File: config.mk
export PLATFORM = sky130hd
export DESIGN_NAME = fabric_credit_sender
export DESIGN_NICKNAME = d
export VERILOG_FILES = /design/src/rtl/fabric_credit_sender.sv
export SDC_FILE = /design/constraint.sdc
export NUM_CORES = 1
export LEC_CHECK = 0
export ABC_CLOCK_PERIOD_IN_PS = 3850
export CAP_MARGIN = 20
export CORE_MARGIN = 5
export CORE_UTILIZATION = 46
export CTS_BUF_LIST = sky130_fd_sc_hd__clkbuf_8
export DETAILED_ROUTE_END_ITERATION = 10
export PLACE_DENSITY = 0.87
export SYNTH_ARGS = -nofsm -noshare
export SYNTH_HDL_FRONTEND = slang
export SYNTH_SLANG_ARGS = --single-unit
export TNS_END_PERCENT = 30
File: constraint.sdc
create_clock -name clk -period 3.85 [get_ports clk]
set_input_delay 0.77 -clock clk [delete_from_list [all_inputs] [get_ports clk]]
set_output_delay 0.77 -clock clk [all_outputs]
set_load 0.05 [all_outputs]
File: src/rtl/fabric_credit_sender.sv
// fabric_credit_sender
// Transmit end of a credit-based fabric link. A local valid/ready stream is
// turned into a registered, credit-gated valid/data stream toward a remote
// receive FIFO of depth CREDITS. The remote side returns one credit pulse per
// entry it pops, so there is no backpressure wire on the link itself.
//
// Handshake: a flit moves on a rising edge where in_valid && in_ready are
// both high. in_ready depends only on registered state, never on in_valid or
// credit_return in the same cycle. A producer may hold in_valid high while
// in_ready is low; the flit is simply taken on the first edge where in_ready
// is high. Toward the link, tx_valid is a one-cycle pulse per flit with no
// ready: the credit count guarantees the remote FIFO has room.

module fabric_credit_sender #(
    parameter int unsigned DATA_WIDTH = 32,
    parameter int unsigned TAG_WIDTH  = 0,
    parameter int unsigned CREDITS    = 4,
    localparam int unsigned PAYLOAD_WIDTH = DATA_WIDTH + TAG_WIDTH,
    localparam int unsigned CNT_WIDTH     = $clog2(CREDITS + 1)
) (
    input  logic                     clk,
    input  logic                     rst_n,
    input  logic                     in_valid,
    output logic                     in_ready,
    input  logic [PAYLOAD_WIDTH-1:0] in_data,
    output logic                     tx_valid,
    output logic [PAYLOAD_WIDTH-1:0] tx_data,
    input  logic                     credit_return,
    output logic [CNT_WIDTH-1:0]     credit_count,
    output logic                     idle,
    output logic                     err_overflow
);

    // Full credit level (all remote FIFO entries free) and a unit step.
    localparam logic [CNT_WIDTH-1:0] CNT_FULL = CNT_WIDTH'(CREDITS);
    localparam logic [CNT_WIDTH-1:0] CNT_ONE  = CNT_WIDTH'(1);

    // Registered state.
    logic [CNT_WIDTH-1:0]     credit_q,       credit_d;
    logic                     tx_valid_q,     tx_valid_d;
    logic [PAYLOAD_WIDTH-1:0] tx_data_q,      tx_data_d;
    logic                     err_overflow_q, err_overflow_d;

    // Combinational helpers.
    logic ready_w;
    logic accept_w;
    logic overflow_evt_w;

    // Ready comes straight from the credit register; accept is the handshake.
    always_comb begin
        ready_w  = (credit_q != '0);
        accept_w = in_valid && ready_w;
    end

    // Credit counter: an accept spends one credit, a return refunds one, and
    // both together cancel. A lone return while already full is an error and
    // the count saturates instead of wrapping.
    always_comb begin
        credit_d       = credit_q;
        overflow_evt_w = 1'b0;
        unique case ({accept_w, credit_return})
            2'b10: credit_d = credit_q - CNT_ONE;
            2'b01: begin
                if (credit_q == CNT_FULL) begin
                    overflow_evt_w = 1'b1;
                end else begin
                    credit_d = credit_q + CNT_ONE;
                end
            end
            default: credit_d = credit_q;
        endcase
    end

    // Overflow flag is sticky until reset.
    always_comb begin
        err_overflow_d = err_overflow_q | overflow_evt_w;
    end

    // Output stage: one-cycle valid per accepted flit, data held otherwise.
    always_comb begin
        tx_valid_d = accept_w;
        tx_data_d  = accept_w ? in_data : tx_data_q;
    end

    // State registers; reset discards any flit in flight and refills credits.
    always_ff @(posedge clk or negedge rst_n) begin
        if (!rst_n) begin
            credit_q       <= CNT_FULL;
            tx_valid_q     <= 1'b0;
            tx_data_q      <= '0;
            err_overflow_q <= 1'b0;
        end else begin
            credit_q       <= credit_d;
            tx_valid_q     <= tx_valid_d;
            tx_data_q      <= tx_data_d;
            err_overflow_q <= err_overflow_d;
        end
    end

    // Outputs are all register-derived.
    assign in_ready     = ready_w;
    assign tx_valid     = tx_valid_q;
    assign tx_data      = tx_data_q;
    assign credit_count = credit_q;
    assign err_overflow = err_overflow_q;
    assign idle         = (credit_q == CNT_FULL) && !tx_valid_q;

endmodule

# Word level (Yosys, flattened, before mapping)
# Cells that the tools add are included.
# word_totals
reg_bits	37
latchBits	0
ram_bits	0
romBits	0
input_bits	36
output_inout_bits	39
wordCells	21
mem_count	0
# classes
add_sub_neg	2
n_mul	0
div_mod_pow	0
n_lt_le_gt_ge	0
eq_ne	4
shift	0
n_mux	4
bitwise	1
reduce_logical	6
# ops
operator	count
case mux 3 bit (2 select lines)	1
adder 3 x 1 -> 3 bit, second input constant	1
== test 3 bit, second input constant	1
2-to-1 mux 3 bit	1
nonzero test 3 bit	1
subtractor 3 x 1 -> 3 bit, second input constant	1
== test 2 x 1 -> 1 bit, second input constant	1
== test 2 bit, second input constant	1
logical AND 1 bit	2
2-to-1 mux 1 bit	2
inequality test 2 bit, second input constant	1
AND reduction 2 bit	1
nonzero test 2 bit	1
zero test 1 bit	1
bitwise OR 1 bit	1

# Longest topological paths before layout
# Gate-level depths: netlist (run 1).
# logic_depth
word_depth	5
depth_mapped	8
depth_no_buf	7

# Least setup slack after synthesis (run 1)
# No wires, ideal clock.
# synth_timing
path_kind	reg-to-output
from	register credit_q[0] (netlist: credit_count[0])
to	output idle
arrival_ps	2084
required_ps	3080
setup_slack_ps	996
stages_incl_launch_ff	3
n_path_buf	0
cell_sequence	dfrtp_1 or2_2 nor3_1
# synth_via
elab_chain_cells	2
# synth_lines
item	line	source
from (decl)	39	logic [CNT_WIDTH-1:0] credit_q, credit_d;
from (signal assigned)	93	credit_q <= credit_d;
== test 3 bit	106	assign idle = (credit_q == CNT_FULL) && !tx_valid_q;
logical AND 1 bit	106	
to (decl)	30	output logic idle,
# No other way between the ends.

# Worst setup path in the final report (run 1)
# layout_timing
from	input in_valid
to	register credit_q[1] (netlist: credit_count[1])
# layout_via
word_cells_on_any_way	7
classes_between	eq/ne: 3; mux: 1; reduce/logical: 3
# layout_lines
item	line	source
from (decl)	23	input logic in_valid,
logical AND 1 bit *	52	accept_w = in_valid && ready_w;
== test 2 x 1 -> 1 bit / == test 2 bit (equally long branches)	61	unique case ({accept_w, credit_return})
case mux 3 bit (2 select lines) *	61	
named net credit_d[1]	39	
# Mark *: on every way through the listed nets, which the timed path passes. The rest lies on a longest branch.
# A chain may end at the register's enable or synchronous reset.

==> run summary, run 1 <==
The run finished with clean final reports. The row count came out at 22. The setup-violating endpoint count in the final report came out at 0.

The first-pass GRT wire length came out at 6170 um. In the synthesized netlist the dominant register cell turns out to be sky130_fd_sc_hd__dfrtp_1. The worst stage delay on the critical path is 0.80 ns. The path class of the tightest hold or removal check is reg2reg. The setup clock skew after layout is 0.00252 ns.

The library cells used most frequently in the layout, excluding fill and tap cells, are sky130_fd_sc_hd__clkdlybuf4s50_1, sky130_fd_sc_hd__dfrtp_1, sky130_fd_sc_hd__mux2_4. The relative max-transition margin came out at 47.9%. The total of hold buffers inserted after clock tree synthesis came out at 0.

At the worst endpoint, the arrival time is 3.07 ns. Pin placement for this block handled 75 I/O pins. The net switching power is 0.833 mW. For this design the static power due to leakage is 1.11 nW. The worst setup path is captured at a flop. The clock transition time at the flip-flop clock pins of the worst setup and hold paths came out at 0.06 ns.

The post-placement worst setup slack came out at 0.643 ns. The fraction of layout cells with a size suffix above 1 came out at 23.8%. For this block, the initial DRC count from the detailed router was 42.

The number of buffers added on ports came out at 74. The total clock buffers created by CTS is 5. Across the VDD grid, the largest voltage drop is 380 uV. The internal power summed over all cells came out at 1.06 mW. Detailed routing inserted a total of 1,160 vias. TritonCTS built the clock tree.

Ranked by total cell area, the synthesized netlist is headed by sky130_fd_sc_hd__dfrtp_1, sky130_fd_sc_hd__mux2_4, sky130_fd_sc_hd__buf_12. The number of max-slew violations in the final report is 0. Max-cap violations in this run came to 0. The critical setup path kind is in2reg.

The switching fraction of total power is 44.0%. The clock insertion delay at the later pin of the skew report came out at 0.28 ns. After layout, the minimum clock period comes to 2.91 ns. The aggregate global routing overflow is 0. The maximum buffer depth of the clock tree is 2. At the pin with the least slew margin, the transition time is 0.781 ns.

The die span in x came out at 70.7 um. The least setup slack across all paths after layout is 0.939 ns. In the final routed layout, each cell accounts on average for 15.9 um. The maximum level of the CTS H-tree came out at 2. The number of different library cells in the post-synthesis netlist is 28. The final weighted congestion in routability-driven placement came out at 0.693. The launch point of the worst reg-to-reg path is credit_count[0]. A synthesized cell averages 15.7 sq um. Derived from the worst setup path, the maximum achievable clock frequency is 343 MHz. The total iterations of the first detailed-routing run is 4. The number of standard cells after synthesis is 108. The number of synthesized flops with an enable pin is 0. The number of buffer and inverter stages on the critical path came out at 1. The cell depth of the worst flop-to-flop path is 6. From synthesis to final layout, the design area changed by 47.6%. The family with the most delay on the worst path is buffers and inverters. The number of non-filler instances in the completed layout is 233.

The floorplan step defined a die boundary enclosing 5000 sq um. The worst hold path begins at err_overflow. The count of buffers added by post-CTS timing repair for setup came out at 0. The share of flip-flops with an asynchronous set or reset after synthesis came out at 100%.

The post-route DRC violation count is 0. For this run, the register share of the synthesized area comes to 54.6%. The starting density of the core came out at 47.1%. The path with the worst hold slack has its endpoint at err_overflow. In this run the clock root is driven by a sky130_fd_sc_hd__clkbuf_8. The global-route usage over all layers came out at 15.9%.

The area of the core came out at 3610 sq um. The largest driver fanout on the critical path came out at 34. The power density normalized to cell area came out at 757 nW/um^2.

The sort of element at the start of the critical path is an input port. The initial antenna violation count came to 0. Setup repair after global routing left no endpoint under its margin. The die boundary height came out at 70.7 um. The register-to-register setup slack is 1.35 ns. The final layout contains routed wiring with a total length of 3710 um. The critical path goes through clkdlybuf4s50_1 -> nand2_8 -> nand2_1 -> fa_1 -> a31o_2 -> a211o_1. Entering global routing, the biggest net connects 38 pins. Leaving out fill and tap cells, the most frequent cell in the layout is sky130_fd_sc_hd__clkdlybuf4s50_1. The final hold violation count is 0. The final HPWL from detailed placement is 2750 um. The Yosys step of the flow raised 0 warnings.

The via count of the first global-routing pass came out at 1,263. The number of storage elements in the synthesis netlist is 37. In this run the critical register-to-register path is captured at credit_count[1]. The number of nets in the synthesized netlist is 145. The portion of synthesized cell area occupied by the leading cell type is 53.1%.

The routed via count divided by cell count is 4.98. The largest individual stage delay along the critical path comes from the cell sky130_fd_sc_hd__clkdlybuf4s50_1. For this design, the sink count on the clock tree is 37.

The number of cells on the worst hold path is 1. The biggest area contributor in the post-synthesis netlist is sky130_fd_sc_hd__dfrtp_1. Dividing the final minimum period by the clock period gives 75.6%. The post-cts sizing count came out at 0.

The proportion of power drawn by the clock network is 12.7%. The number of placed instances, taps included, is 225. The count of inserted antenna diode cells is 0. Once detail routing completed, the nets flagged for antenna violations numbered 0.

The final layout net count is 221. The worst endpoint required time is 4.01 ns. The post-route setup TNS came out at 0 ns. In this run, flip-flops and latches consume 31.9% of the power. In this run, the combinational gates consume 55.5% of the power. In this run the cell area of the synthesized design comes to 1700 sq um.
cell type report:
| type | instances | area (sq um) |
|---|---|---|
| well taps | 48 | 60.1 |
| flip-flops and latches | 37 | 927 |
| clock inverters | 3 | 11.3 |
| inverters | 2 | 7.51 |
| repair buffers | 74 | 736 |
| clock buffers | 5 | 68.8 |
| multi-input cells | 64 | 694 |
| fillers | 253 | 1100 |
per-layer routing:
layer	track usage, %	vias up	part of all wire (%)
li1	-	535	-
met1	18.6	557	39
met2	26.8	58	51
met3	4.55	10	6.7
met4	7.93	0	3.0
met5	0	-	0
cell usage after synthesis, types with 2 or more instances:
cell type and instances:
sky130_fd_sc_hd__nor2_1 3, sky130_fd_sc_hd__dfrtp_1 36, sky130_fd_sc_hd__nor2b_1 2, sky130_fd_sc_hd__o211ai_1 2
sky130_fd_sc_hd__buf_12 3, sky130_fd_sc_hd__nand2b_1 4, sky130_fd_sc_hd__a31oi_1 2, sky130_fd_sc_hd__o21bai_1 2
sky130_fd_sc_hd__mux2_4 28, sky130_fd_sc_hd__nand3_1 2, sky130_fd_sc_hd__clkbuf_1 2, sky130_fd_sc_hd__mux2_2 4
sky130_fd_sc_hd__inv_1 2, sky130_fd_sc_hd__nand2_1 2
per-stage QoR:
stage               total power [mW]  cell area (sq um)  hold slack (ns)  util [%]
floorplan                       1.34               1700            0.474         -
global route                    1.99               2500            0.492      69.5
finish                          1.90               2500            0.480      69.5
global placement                1.64               2420            0.471      67.2
detailed placement              1.67               2420            0.470      67.2
CTS                             1.92               2500            0.484      69.5
power groups by stage:
stage / clock, mW / combinational, mW / sequential, mW
final: 0.240 / 1.05 / 0.604
after global routing: 0.264 / 1.10 / 0.623
after CTS: 0.251 / 1.06 / 0.604
after detailed placement: 0 / 1.06 / 0.607
after global placement: 0 / 1.04 / 0.598
after floorplan: 0 / 0.338 / 1.00
worst max-delay path by stage:
stage                                from  slack [ns]              end  depth (start not counted)
after floorplan           credit_count[0]         1.0             idle                          2
after global placement           in_valid        0.78  credit_count[1]                          6
after detailed placement         in_valid        0.64  credit_count[1]                          6
after CTS                        in_valid        0.94  credit_count[1]                          6
after global routing             in_valid        0.79  credit_count[1]                          6
final                            in_valid        0.94  credit_count[1]                          6
state kept, by name (all words and copies together) (netlist names):
register,count
tx_data,32
credit_count,3
tx_valid,1
err_overflow,1
cell families after synthesis:
| logic type | share of synthesized area, % |
|---|---|
| DFF | 54.6 |
| adders and majority gates | 1.18 |
| muxes | 27.4 |
| AOI/OAI and AO/OA | 5.53 |
| and+or+nand+nor | 6.78 |
| buffers and inverters | 4.43 |
Note: power is estimated with default switching activity, not from simulation.
==> run 2, diff against run 1 <==
- ABC_CLOCK_PERIOD_IN_PS: 3850 -> 2500
- CORE_UTILIZATION: 46 -> 39
- PLACE_DENSITY: 0.87 -> 0.78
- clock period: 3.85 -> 2.5 ns (I/O delays scaled with it)
==> run 2 against run 1 <==
  * Non-clock buffer count increased by 3
  * Total power increased by 57%
  * Register-to-register slack got worse by 1.0 ns
  * Clock skew increased by 0.0014 ns
  * Largest cell class unchanged
  * Largest power group unchanged
==> run summary, run 2 (synthesized netlist as in run 1, its figures left out) <==
The final hold violation count came out at 0 (unchanged). The setup-violating endpoint count in the final report is 0 (unchanged). The final wirelength is 4010 um (+8.1%). The routed via count divided by cell count was 4.95 (-0.66%). The leakage power summed over all cells is 1.12 nW (+0.51%). The routed length per placed instance is 16.8 um (+5.4%). The power density normalized to cell area was 1170 nW/um^2 (+55%). The total of hold buffers inserted after clock tree synthesis is 0 (unchanged). The number of primary I/O pins is 75 (unchanged). The worst min-delay path category is in2async. In this run the critical register-to-register path is launched from credit_count[0]. The routed via count is 1,182 (+1.9%). The initial antenna violation count is 0 (unchanged). The total clock buffers created by CTS is 5 (unchanged). The overall die area was 5770 sq um (+15%). The final weighted congestion in routability-driven placement is 0.815 (+17%).

The post-route DRC violation count is 0 (unchanged). For this run, the top clock speed supported by timing is 417 MHz. The via count of the first global-routing pass came out at 1,322 (+4.7%). The global-route usage over all layers came to 14.5% (-1.4 points). The worst endpoint required time came out at 2.00 ns (-2.01 ns). The maximum level of the CTS H-tree is 2 (unchanged). The filler cell count is 348 (+38%). The clock insertion delay at the later pin of the skew report came out at 0.28 ns (about the same).

The row count is 24 (+9.1%). The area of the core came out at 4290 sq um (+19%). The final design instance area without fill came out at 2540 sq um (+1.5%). The arrival time of data at the critical path endpoint is 1.90 ns (-1.17 ns). The placed standard-cell area is 2450 sq um (+1.1%). The sort of element at the start of the critical path is a flop. The fraction of layout cells with a size suffix above 1 was 27.8% (+4.0 points). The first-pass GRT wire length is 6660 um (+7.9%). The die boundary height came out at 76.0 um (+7.4%).

In the layout the commonest cells are sky130_fd_sc_hd__clkdlybuf4s50_1, sky130_fd_sc_hd__dfrtp_1, sky130_fd_sc_hd__mux2_4. From synthesis to final layout, the design area changed by 49.9%. The setup clock skew after layout came out at 0.00393 ns (+0.00141 ns).

The number of buffers added on ports is 74 (unchanged). The worst voltage drop across the vdd grid is 527 uV (+39%). The count of max-cap constraint violations is 0 (unchanged). The detailed router's first-iteration violation count came to 75 (+79%). The number of antenna-violating nets in the routed design came out at 0 (unchanged). The die span in x came out at 76.0 um (+7.4%). The measured slew at the worst slew-check pin is 0.835 ns (+0.0539 ns).

The starting density of the core is 39.5% (-7.5 points). The relative max-transition margin was 44.3% (-3.6 points). The post-route setup TNS is 0 ns (unchanged). The count of buffers added by post-CTS timing repair for setup came out at 0 (unchanged). In this run the worst setup path begins at credit_count[0]. The largest driver fanout on the critical path is 10 (-71%). Subtracting the final worst setup slack from the clock period gives 2.40 ns.

The number of clock sinks seen by CTS came out at 37 (unchanged). The final HPWL from detailed placement is 2950 um (+7.0%). The most common cell after layout, fill and taps aside is sky130_fd_sc_hd__clkdlybuf4s50_1. The post-cts sizing count came out at 0 (unchanged). The worst path uses 96.0% of the clock period. The total iterations of the first detailed-routing run came to 4 (unchanged). The worst setup path is captured at a primary output. TritonCTS built the clock tree. Setup repair after global routing left no endpoint under its margin.

The count of inserted antenna diode cells came out at 0 (unchanged). The clock tree root buffer cell is sky130_fd_sc_hd__clkbuf_8. The number of max-slew violations in the final report came out at 0 (unchanged).

The maximum buffer depth of the clock tree came to 2 (unchanged). The maximum number of pins on one net before global-route repair came out at 38 (unchanged). The final layout net count came to 224 (+1.4%). The aggregate global routing overflow came out at 0 (unchanged). The critical path is of the reg2out type. The flow ran to the end, and the final reports show no timing, DRC or antenna violations.

The number of flip-flops in the largest register is 32 (unchanged). The clock transition time at the flip-flop clock pins of the worst setup and hold paths is 0.07 ns (about the same).
-- run 2: worst paths after layout --
kind | end | slack, ns | depth (start not counted)
max | in_ready | 0.10 | 2
min | tx_data[16] | 0.32 | 1
max reg2reg | credit_count[1] | 0.35 | 6
min reg2reg | err_overflow | 0.49 | 1
max in group asynchronous | credit_count[0] | 1.61 | 1
min in group clk | err_overflow | 0.49 | 1
-- run 2: area by class of cell --
type                    count  area [sq um]  share of cell area, %
repair buffers             77           756                   29.7
well taps                  52          65.1                   2.56
flip-flops and latches     37           930                   36.6
multi-input cells          64           694                   27.3
clock buffers               6          82.6                   3.25
clock inverters             1          7.51                  0.295
inverters                   2          7.51                  0.295
-- run 2: worst max-delay path: stages, from the launching register on --
cell	delay, ns
sky130_fd_sc_hd__dfrtp_2	0.48
sky130_fd_sc_hd__or3_4	0.43
sky130_fd_sc_hd__clkdlybuf4s50_1	0.71
-- run 2: power by group --
| part | total (mW) | switching, mW | leakage [nW] | internal, mW |
|---|---|---|---|---|
| Combinational | 1.63 | 0.957 | 0.645 | 0.672 |
| Clock | 0.423 | 0.205 | 0.0433 | 0.218 |
| Sequential | 0.932 | 0.145 | 0.428 | 0.786 |
-- run 2: through the flow --
step | hold slack (ns) | std cells | total power [mW] | setup WS [ns] | util [%]
floorplan | 0.204 | 108 | 2.07 | 0.00491 | -
global placement | 0.465 | 232 | 2.53 | 0.232 | 57.1
detailed placement | 0.476 | 232 | 2.58 | 0.175 | 57.1
CTS | 0.328 | 239 | 3.02 | 0.0837 | 59.2
global route | 0.381 | 239 | 3.12 | 0.0492 | 59.2
finish | 0.318 | 239 | 2.98 | 0.100 | 59.2
-- run 2: per-layer routing --
layer | wire [um] | vias to the layer above | GRT usage [%] | share of wire (%)
met5 | 0 | - | 0 | 0
met4 | 99 | 0 | 7.65 | 2.5
met3 | 212 | 8 | 3.67 | 5.3
met2 | 2100 | 46 | 24.6 | 52
met1 | 1600 | 594 | 16.8 | 40
li1 | - | 534 | - | -
==> run 3, diff against run 2 <==
- CAP_MARGIN: 20 -> not set
==> results of run 3 <==
No change in the layout: final DEF, timing and power equal those of run 2.
